`src/rtl/muldiv_unit.sv`:
```
// muldiv_unit: iterative shift-add multiplier / restoring divider beside the EX-stage ALU.
// Define MDU_DIV_EN to build the divider; without it, divide/remainder ops return 0 in one cycle.
module muldiv_unit #(
  parameter int unsigned XLEN = 32
) (
  input  logic            clk_i,
  input  logic            rst_i,
  input  logic            start_i,
  input  logic            kill_i,
  input  logic [2:0]      op_i,
  input  logic [XLEN-1:0] src1_i,
  input  logic [XLEN-1:0] src2_i,
  output logic            busy_o,
  output logic            valid_o,
  output logic [XLEN-1:0] result_o
);
  localparam int unsigned CW = $clog2(XLEN);

  typedef enum logic [1:0] {S_IDLE, S_CALC, S_DONE} state_t;

  state_t            state_q, state_d;
  logic [CW-1:0]     cnt_q, cnt_d;
  logic [2*XLEN-1:0] acc_q, acc_d;
  logic [XLEN-1:0]   opa_q, opa_d;
  logic              neg_q, neg_d;
  logic              hi_q, hi_d;
  logic [XLEN-1:0]   result_q, result_d;

  logic              s1_neg, s2_neg;
  logic [XLEN-1:0]   mag1, mag2;
  logic [XLEN:0]     mul_sum;
  logic [2*XLEN-1:0] step_acc, prod_s;
  logic [XLEN-1:0]   final_res;

`ifdef MDU_DIV_EN
  localparam logic [XLEN-1:0] MIN_NEG = {1'b1, {(XLEN-1){1'b0}}};

  logic              div_q, div_d;
  logic              rem_q, rem_d;
  logic              div_zero, div_ovf;
  logic [XLEN-1:0]   fast_res, quo_s, rem_s;
  logic [XLEN:0]     rem_shift;
  logic [XLEN-1:0]   rem_new;
  logic              rem_ge;
`endif

  // Operand decode: signed operands become magnitudes at accept.
  always_comb begin
    s1_neg = src1_i[XLEN-1] & (op_i[2] ? ~op_i[0] : (op_i[1:0] != 2'b11));
    s2_neg = src2_i[XLEN-1] & (op_i[2] ? ~op_i[0] : ~op_i[1]);
    mag1   = s1_neg ? -src1_i : src1_i;
    mag2   = s2_neg ? -src2_i : src2_i;
`ifdef MDU_DIV_EN
    div_zero = (src2_i == '0);
    div_ovf  = ~op_i[0] && (src1_i == MIN_NEG) && (src2_i == '1);
    if (div_zero) fast_res = op_i[1] ? src1_i : '1;
    else          fast_res = op_i[1] ? '0 : src1_i;
`endif
  end

  // One iteration of the shared accumulator plus the sign-corrected final result.
  // The last iteration and the sign fix happen on the edge into DONE so result_o is valid there.
  always_comb begin
    mul_sum  = {1'b0, acc_q[2*XLEN-1:XLEN]} + (acc_q[0] ? {1'b0, opa_q} : '0);
    step_acc = {mul_sum, acc_q[XLEN-1:1]};
`ifdef MDU_DIV_EN
    rem_shift = {acc_q[2*XLEN-1:XLEN], acc_q[XLEN-1]};
    rem_ge    = (rem_shift >= {1'b0, opa_q});
    rem_new   = rem_ge ? XLEN'(rem_shift - {1'b0, opa_q}) : rem_shift[XLEN-1:0];
    if (div_q) step_acc = {rem_new, acc_q[XLEN-2:0], rem_ge};
    quo_s = neg_q ? -step_acc[XLEN-1:0] : step_acc[XLEN-1:0];
    rem_s = neg_q ? -step_acc[2*XLEN-1:XLEN] : step_acc[2*XLEN-1:XLEN];
`endif
    prod_s    = neg_q ? -step_acc : step_acc;
    final_res = hi_q ? prod_s[2*XLEN-1:XLEN] : prod_s[XLEN-1:0];
`ifdef MDU_DIV_EN
    if (div_q) final_res = rem_q ? rem_s : quo_s;
`endif
  end

  always_comb begin
    state_d  = state_q;
    cnt_d    = cnt_q;
    acc_d    = acc_q;
    opa_d    = opa_q;
    neg_d    = neg_q;
    hi_d     = hi_q;
    result_d = result_q;
`ifdef MDU_DIV_EN
    div_d    = div_q;
    rem_d    = rem_q;
`endif
    unique case (state_q)
      S_IDLE: begin
        if (start_i && !kill_i) begin
          cnt_d = '0;
          hi_d  = (op_i[1:0] != 2'b00);
          neg_d = (op_i[2] & op_i[1]) ? s1_neg : (s1_neg ^ s2_neg);
          if (op_i[2]) begin
`ifdef MDU_DIV_EN
            div_d = 1'b1;
            rem_d = op_i[1];
            acc_d = {{XLEN{1'b0}}, mag1};
            opa_d = mag2;
            if (div_zero || div_ovf) begin
              result_d = fast_res;
              state_d  = S_DONE;
            end else begin
              state_d  = S_CALC;
            end
`else
            result_d = '0;
            state_d  = S_DONE;
`endif
          end else begin
`ifdef MDU_DIV_EN
            div_d = 1'b0;
            rem_d = 1'b0;
`endif
            acc_d   = {{XLEN{1'b0}}, mag2};
            opa_d   = mag1;
            state_d = S_CALC;
          end
        end
      end
      S_CALC: begin
        acc_d = step_acc;
        cnt_d = cnt_q + 1'b1;
        if (cnt_q == CW'(XLEN-1)) begin
          result_d = final_res;
          state_d  = S_DONE;
        end
      end
      S_DONE:  state_d = S_IDLE;
      default: state_d = S_IDLE;
    endcase
    if (kill_i) begin
      state_d  = S_IDLE;
      result_d = result_q;
    end
  end

  always_ff @(posedge clk_i or posedge rst_i) begin
    if (rst_i) begin
      state_q  <= S_IDLE;
      cnt_q    <= '0;
      acc_q    <= '0;
      opa_q    <= '0;
      neg_q    <= 1'b0;
      hi_q     <= 1'b0;
      result_q <= '0;
`ifdef MDU_DIV_EN
      div_q    <= 1'b0;
      rem_q    <= 1'b0;
`endif
    end else begin
      state_q  <= state_d;
      cnt_q    <= cnt_d;
      acc_q    <= acc_d;
      opa_q    <= opa_d;
      neg_q    <= neg_d;
      hi_q     <= hi_d;
      result_q <= result_d;
`ifdef MDU_DIV_EN
      div_q    <= div_d;
      rem_q    <= rem_d;
`endif
    end
  end

  assign busy_o   = (state_q != S_IDLE);
  assign valid_o  = (state_q == S_DONE);
  assign result_o = result_q;

endmodule

```
`config.mk`:
```
export PLATFORM = sky130hd
export DESIGN_NAME = muldiv_unit
export DESIGN_NICKNAME = d
export VERILOG_FILES = /design/src/rtl/muldiv_unit.sv
export SDC_FILE = /design/constraint.sdc
export NUM_CORES = 1
export LEC_CHECK = 0
export ABC_AREA = 1
export CORE_AREA = 2 2 173 175
export CTS_CLUSTER_SIZE = 40
export DETAILED_ROUTE_END_ITERATION = 16
export DIE_AREA = 0 0 175 177
export GPL_TIMING_DRIVEN = 1
export HOLD_SLACK_MARGIN = 0.12
export PLACE_DENSITY_LB_ADDON = 0.25
export SLEW_MARGIN = 15
export SYNTH_ARGS = -nofsm -noshare
export SYNTH_HDL_FRONTEND = slang
export SYNTH_SLANG_ARGS = --single-unit
```
`constraint.sdc`:
```
create_clock -name clk_i -period 6.44 [get_ports clk_i]
set_clock_uncertainty 0.15 [all_clocks]
set_input_delay 0.644 -clock clk_i [delete_from_list [all_inputs] [get_ports clk_i]]
set_output_delay 0.644 -clock clk_i [all_outputs]
set_load 0.03 [all_outputs]
```
==> run metrics <==
run status=finished, final reports clean; max frequency=0.2591 GHz; Synth top area share=0.2899; r2r startpoint=acc_q[0]; Sw Share=0.5092; number of library cell types mapped by synthesis=between 50 and 60; sequential share of power=0.261; routed len/inst=roughly 16 um; P&R area growth vs syn=16.91%; slowest CP cell=dfrtp_1; total CTS buffers=17; register area=roughly 3400 sq um; clk_lat worst skew=around 440 ps; min Tclk post-route=3860 ps; CTS tree=yes; critical path required time=6630 ps; Pre-Repair DR Iteration Count=6; Hold WC Path Type=reg2reg; RSZ-0062 raised after global routing=no; register area share after synthesis=0.2899; ratio of cells with drive above 1 in the final layout=0.07556; number of flops mapped to enable cells by yosys=0; crit share post-route=0.5993; cell family with most CP delay=simple AND/OR/NAND/NOR gates; Yosys Warn Count=0; Routed Wire Length=~38,000 um; routed vias=12,360; global-route wire length before repair=approximately 61,000 um; worst-path fanout max=33; CP Class=reg2reg; total core area=29,240 sq um; crit path cell chain=nand2_1, inv_1, ha_1, fa_1, nand3_1, nand3_2, inv_1, or2_2, nand2_1, nor2_1, nand2_1, nor2_2, nand2_1, nor2_2, nand3_1, nand2_1, nand2_1, nand2_1, nand3_1, nand2_1, nand2_1; Max-Cap Viols=0; Peak VDD IR=between 0.0002 and 0.00025 V; NetSw=approximately 2700 uW; Int Pwr=2573 uW; Fin Setup TNS=0 ps; largest cells by area after synthesis=dfrtp_1, nand2_1, inv_1, nand3_1, o21ai_0; crit path from=acc_q[0]; hold_ws=~330 ps; Slew @ Worst Pin=between 1000 and 1500 ps; Detail Placement HPWL=a little under 30,000 um; CP Launch Type=flip-flop; top-count cell post-synth=nand2_1; Setup Fix Bufs, Post-CTS=0; worst-case clock buffer depth=2; final global-route overflow total=0; vias in the first global route=11,650; Pleak=about 0.0071 uW; slowest stage delay, CP=740 ps; HP Start=result_o[12]; PwrDens=approximately 380 nW/um^2; total die area=30,980 sq um; async set-reset flop share out of synthesis=1.000; nets=2,068; Starting Density=0.4044; cell total after placement=roughly 2,300; fill cell count=3,027; Starting DRT DRC Count=around 1,100; Post-CTS Resized=0; # rows=63; Ports=~110; Routed Antenna Nets=0; Vias/cell=about 5.2; fin cells=between 2,000 and 2,500; clk sinks=roughly 140; initial antenna violation count=0; headroom to the max-slew limit=0.2850; Hold-fix buffers, CTS=0; Ant. Diodes=0; Clock transition at path regs=approximately 70 ps; syn nets=roughly 2,000; most numerous cell on the critical path=nand2_1; fin. max-slew vios=0; final setup violation count=0; #FFs+latches synth=roughly 140; Clk pwr share=0.200; post-synth top area cell=dfrtp_1; overall die width=175 um; Total GRT Usage=0.2505; Crit path buffers/inverters=2; final hold vios=0; Gate power share=0.539; H-tree depth=4; synth cell count leaders=nand2_1, inv_1, nor2_1, nand3_1, o21ai_0; largest net degree at the start of global routing=between 80 and 90; end-of-flow core utilization=0.4727; Die H=about 180 um; CTS root buf=clkbuf_16; number of port buffers=around 100; routability cong.=between 0.9 and 1; Critical Path AT=about 4100 ps; Synth Flop Type=dfrtp_1; Post-Synthesis Cell Area=around 12,000 sq um; Avg Inst Size Synth=about 6.3 sq um; Post-Synthesis Cells=1,883; Critical Path End Type=flip-flop; DRC violations left=0; area of the multi-input gates=~7200 sq um
[per-stage QoR]
| stage | power, uW | instance area (sq um) | worst slack (ps) |
|---|---|---|---|
| floorplan | 3320 | 11830 | 1978 |
| global placement | 4121 | 13220 | 2640 |
| detailed placement | 4157 | 13220 | 2648 |
| CTS | 5225 | 13820 | 2630 |
| global route | 5671 | 13820 | 2258 |
| finish | 5244 | 13820 | 2580 |
[sequential cells by signal, summed over array words and instances, names as in the netlist]
signal	count
cnt_q	5
state_q	2
acc_q	64
neg_q	1
hi_q	1
opa_q	32
result_o	32
[routing by layer]
metal,GRT usage,up-vias,part of all wire
met2,0.3994,391,0.44
li1,-,6221,-
met3,0.02728,72,0.047
met5,0,-,0
met4,0.09444,0,0.032
met1,0.3503,5673,0.48
[final timing paths]
path                            slack [ps]      endpoint  depth (start not counted)
worst min register to register         330  result_o[12]                          2
max in group asynchronous             4270         neg_q                          3
worst max-delay path                  2580  result_o[28]                         21
min in group asynchronous              580     opa_q[12]                          2
worst min-delay path                   330  result_o[12]                          2
worst max register to register        2580  result_o[28]                         21
[cells in the final DEF (no fill, tap or decap), drive strengths merged, types with 2 or more instances in the layout]
cell and count:
clkinvlp 2, clkbuf 17, nand2 621, or2 7
clkinv 7, ha 37, a32o 8, o21ai 149
nand3b 13, a21oi 59, nor3b 2, nand4 23
buf 9, dfrtp 137, clkdlybuf4s50 104, nor2 197
xor2 41, or4 2, a22o 2, o221ai 2
o311ai 2, o211ai 2, nand3 160, nor3 32
xnor2 14, bufinv 2, and2 3, nor4 2
a31oi 6, a22oi 30, o31ai 5, inv 266
[worst register-to-register path, delay by kind of cell (launching register included)]
kind / cells / cell delay (ps)
AND/OR/NAND/NOR: 17 / 2010
flip-flops: 1 / 740
adder cells (fa/ha/maj): 2 / 710
buffers and inverters: 2 / 160
[cells by family (layout without fill, tap and decap cells)]
logic type / after synthesis / in the layout / share of synthesized area
AOI/OAI and AO/OA: 271 / 271 / 0.1303
xor gates and xnor gates: 55 / 55 / 0.04074
adders and majority gates: 38 / 38 / 0.04084
buffers and inverters: 318 / 407 / 0.1016
DFF: 137 / 137 / 0.2899
and+or+nand+nor: 1064 / 1064 / 0.3967
[power by group through the flow]
stage | combinational [uW] | sequential (uW) | clock (uW)
2_1_floorplan | 2080 | 1240 | 0
3_3_place_gp | 2750 | 1370 | 0
3_5_place_dp | 2780 | 1370 | 0
4_1_cts | 2800 | 1360 | 1060
5_1_grt | 3180 | 1400 | 1090
6_report | 2830 | 1370 | 1050
[area by class of cell]
type	count	area share
clock buffers	17	0.03077
clock inverters	15	0.01285
inverters	262	0.07159
multi-input cells	1428	0.5212
flip-flops and latches	137	0.2481
well taps	390	0.03530
repair buffers	113	0.08019
(Power assumes the default switching activity.)
==> edit (same settings) <==
Add a define of `MDU_DIV_EN`.
--- a/src/rtl/muldiv_unit.sv
+++ b/src/rtl/muldiv_unit.sv
@@ -2,2 +2,4 @@
 // Define MDU_DIV_EN to build the divider; without it, divide/remainder ops return 0 in one cycle.
+`define MDU_DIV_EN
+
 module muldiv_unit #(
Check against the original RTL: not equivalent (Yosys sat finds a counterexample within 4 cycles, from zero or initial values and one cycle with rst_i high).
==> edit against the original RTL <==
- cell area grew 46%
- setup slack lost 1.3 ns
- largest cell class unchanged
- area after synthesis grew 55%
- sequential cell count grew 2
- routed wire length grew 110%
- highest routed layer unchanged
- via count grew 84%
Power is not shown: default switching activity piles up to over one toggle a cycle in this logic, so the estimate is an artifact.
==> edit: results (changes against the original RTL) <==
Placement
  – Placer Congestion: 1.22 (+31%)
  – Placed cell areas: 0.0195 mm² (+48%)
  – Setup WS pre-CTS: 1.33 ns (-1.32 ns)
  – Half-perimeter wire length after placement: 62100 µm (+110%)
  – # port buffers: 104 (unchanged)

Finish
  – Biggest register: acc_q
  – Ratio of cells with drive above 1 in the final layout: 6.34% (-1.2 points)
  – Max reg flops: 64 (unchanged)
  – NumNets Final: 3365 (+63%)
  – Number of fill cells: 2659 (-12%)

STA
  – Least-Margin Pin Slew: 1.24 ns (+0.172 ns)

Worst setup path
  – Slowest stage delay, CP: 0.52 ns (-0.22 ns)
  – R2R cell count: 31 (+48%)
  – Worst Path Max Fanout: 27 (-18%)
  – Crit path DAT: 5.38 ns (+1.33 ns)

Route
  – DR WL/cell: 22.1 µm (+36%)
  – DR pass1 iterations: 11 (+5)
  – 1st-iter DRT viols: 3861 (+260%)
  – DR vias/cell: 6.29 (+20%)

Synth
  – Mapped Nets: 3335 (+67%)
  – Synth top area share: 20.1% (-8.9 points)
  – Post-synthesis sequential area ratio: 18.9% (-10 points)
  – Prevailing post-synth register cell: dfrtp_1
  – Warnings from Yosys: 0 (unchanged)
  – Most instantiated cells after synthesis: 981 x nand2_1, 501 x inv_1, 264 x nand3_1
  – Top post-synthesis cells by area: nand2_1 20%, dfrtp_1 19%, inv_1 10%, nand3_1 7.2%, o21ai_0 5.9%
  – Netlist cell types: 58 (+14%)

Global routing
  – Vias in the first global route: 20902 (+79%)
  – Largest net degree at the start of global routing: 101 (+17%)
  – First-pass GRT wire length: 119000 µm (+94%)
  – Total track usage: 51.1% (+26 points)
  – Initial antenna violation count: 1 (+1)

Clocking
  – Clk_lat worst skew: 0.45 ns

Outcome
  – Status: complete, no violations
[edit: path summary, 6_finish.rpt]
path                            slack (ns)            to    startpoint
min in group asynchronous             0.58      acc_q[5]         rst_i
worst min register to register        0.34  result_o[17]  result_o[17]
worst min-delay path                  0.34  result_o[17]  result_o[17]
max in group asynchronous             4.44  result_o[31]         rst_i
worst max register to register        1.24  result_o[14]     opa_q[20]
worst max-delay path                  1.24  result_o[14]     opa_q[20]
[edit: critical path, delay by kind of cell, from the launching register on]
family                   cells  cell delay (ns)
AND/OR/NAND/NOR             23             3.33
AO/OA/AOI/OAI                2             0.25
buffers and inverters        4             0.28
adder cells (fa/ha/maj)      2             0.55
flip-flops                   1             0.52
[edit: area by class of cell]
class                           instances  share of cell area, %
Antenna cell                            1                 0.0124
Tap cell                              390                   2.42
Timing Repair Buffer                  124                   5.91
Sequential cell                       139                   17.3
Multi-Input combinational cell       2408                   61.5
Clock buffer                           18                   2.18
Inverter                              531                   9.92
Clock inverter                         13                  0.758
[edit: routing by layer]
metal	GRT usage [%]	vias up	wire length, µm
li1	-	10294	-
met1	60.0	10097	27300
met2	77.6	1914	33100
met3	14.5	493	11100
met4	42.7	0	8470
met5	0	-	0
[edit: kinds of logic (layout without fill, tap and decap cells)]
group	Yosys count	count (layout)	synth area share, %
AO/OA/AOI/OAI	517	517	16.0
adder cells (fa/ha/maj)	73	73	5.06
AND/OR/NAND/NOR	1710	1710	41.1
flip-flops	139	139	18.9
buffers and inverters	644	686	13.7
XOR/XNOR	108	108	5.15
other	0	1	0
[edit: stage by stage]
stage,instances,utilization (%)
2_1_floorplan,3191,-
3_3_place_gp,3592,66.8
3_5_place_dp,3592,66.8
4_1_cts,3623,68.8
5_1_grt,3623,68.9
6_report,3624,68.9
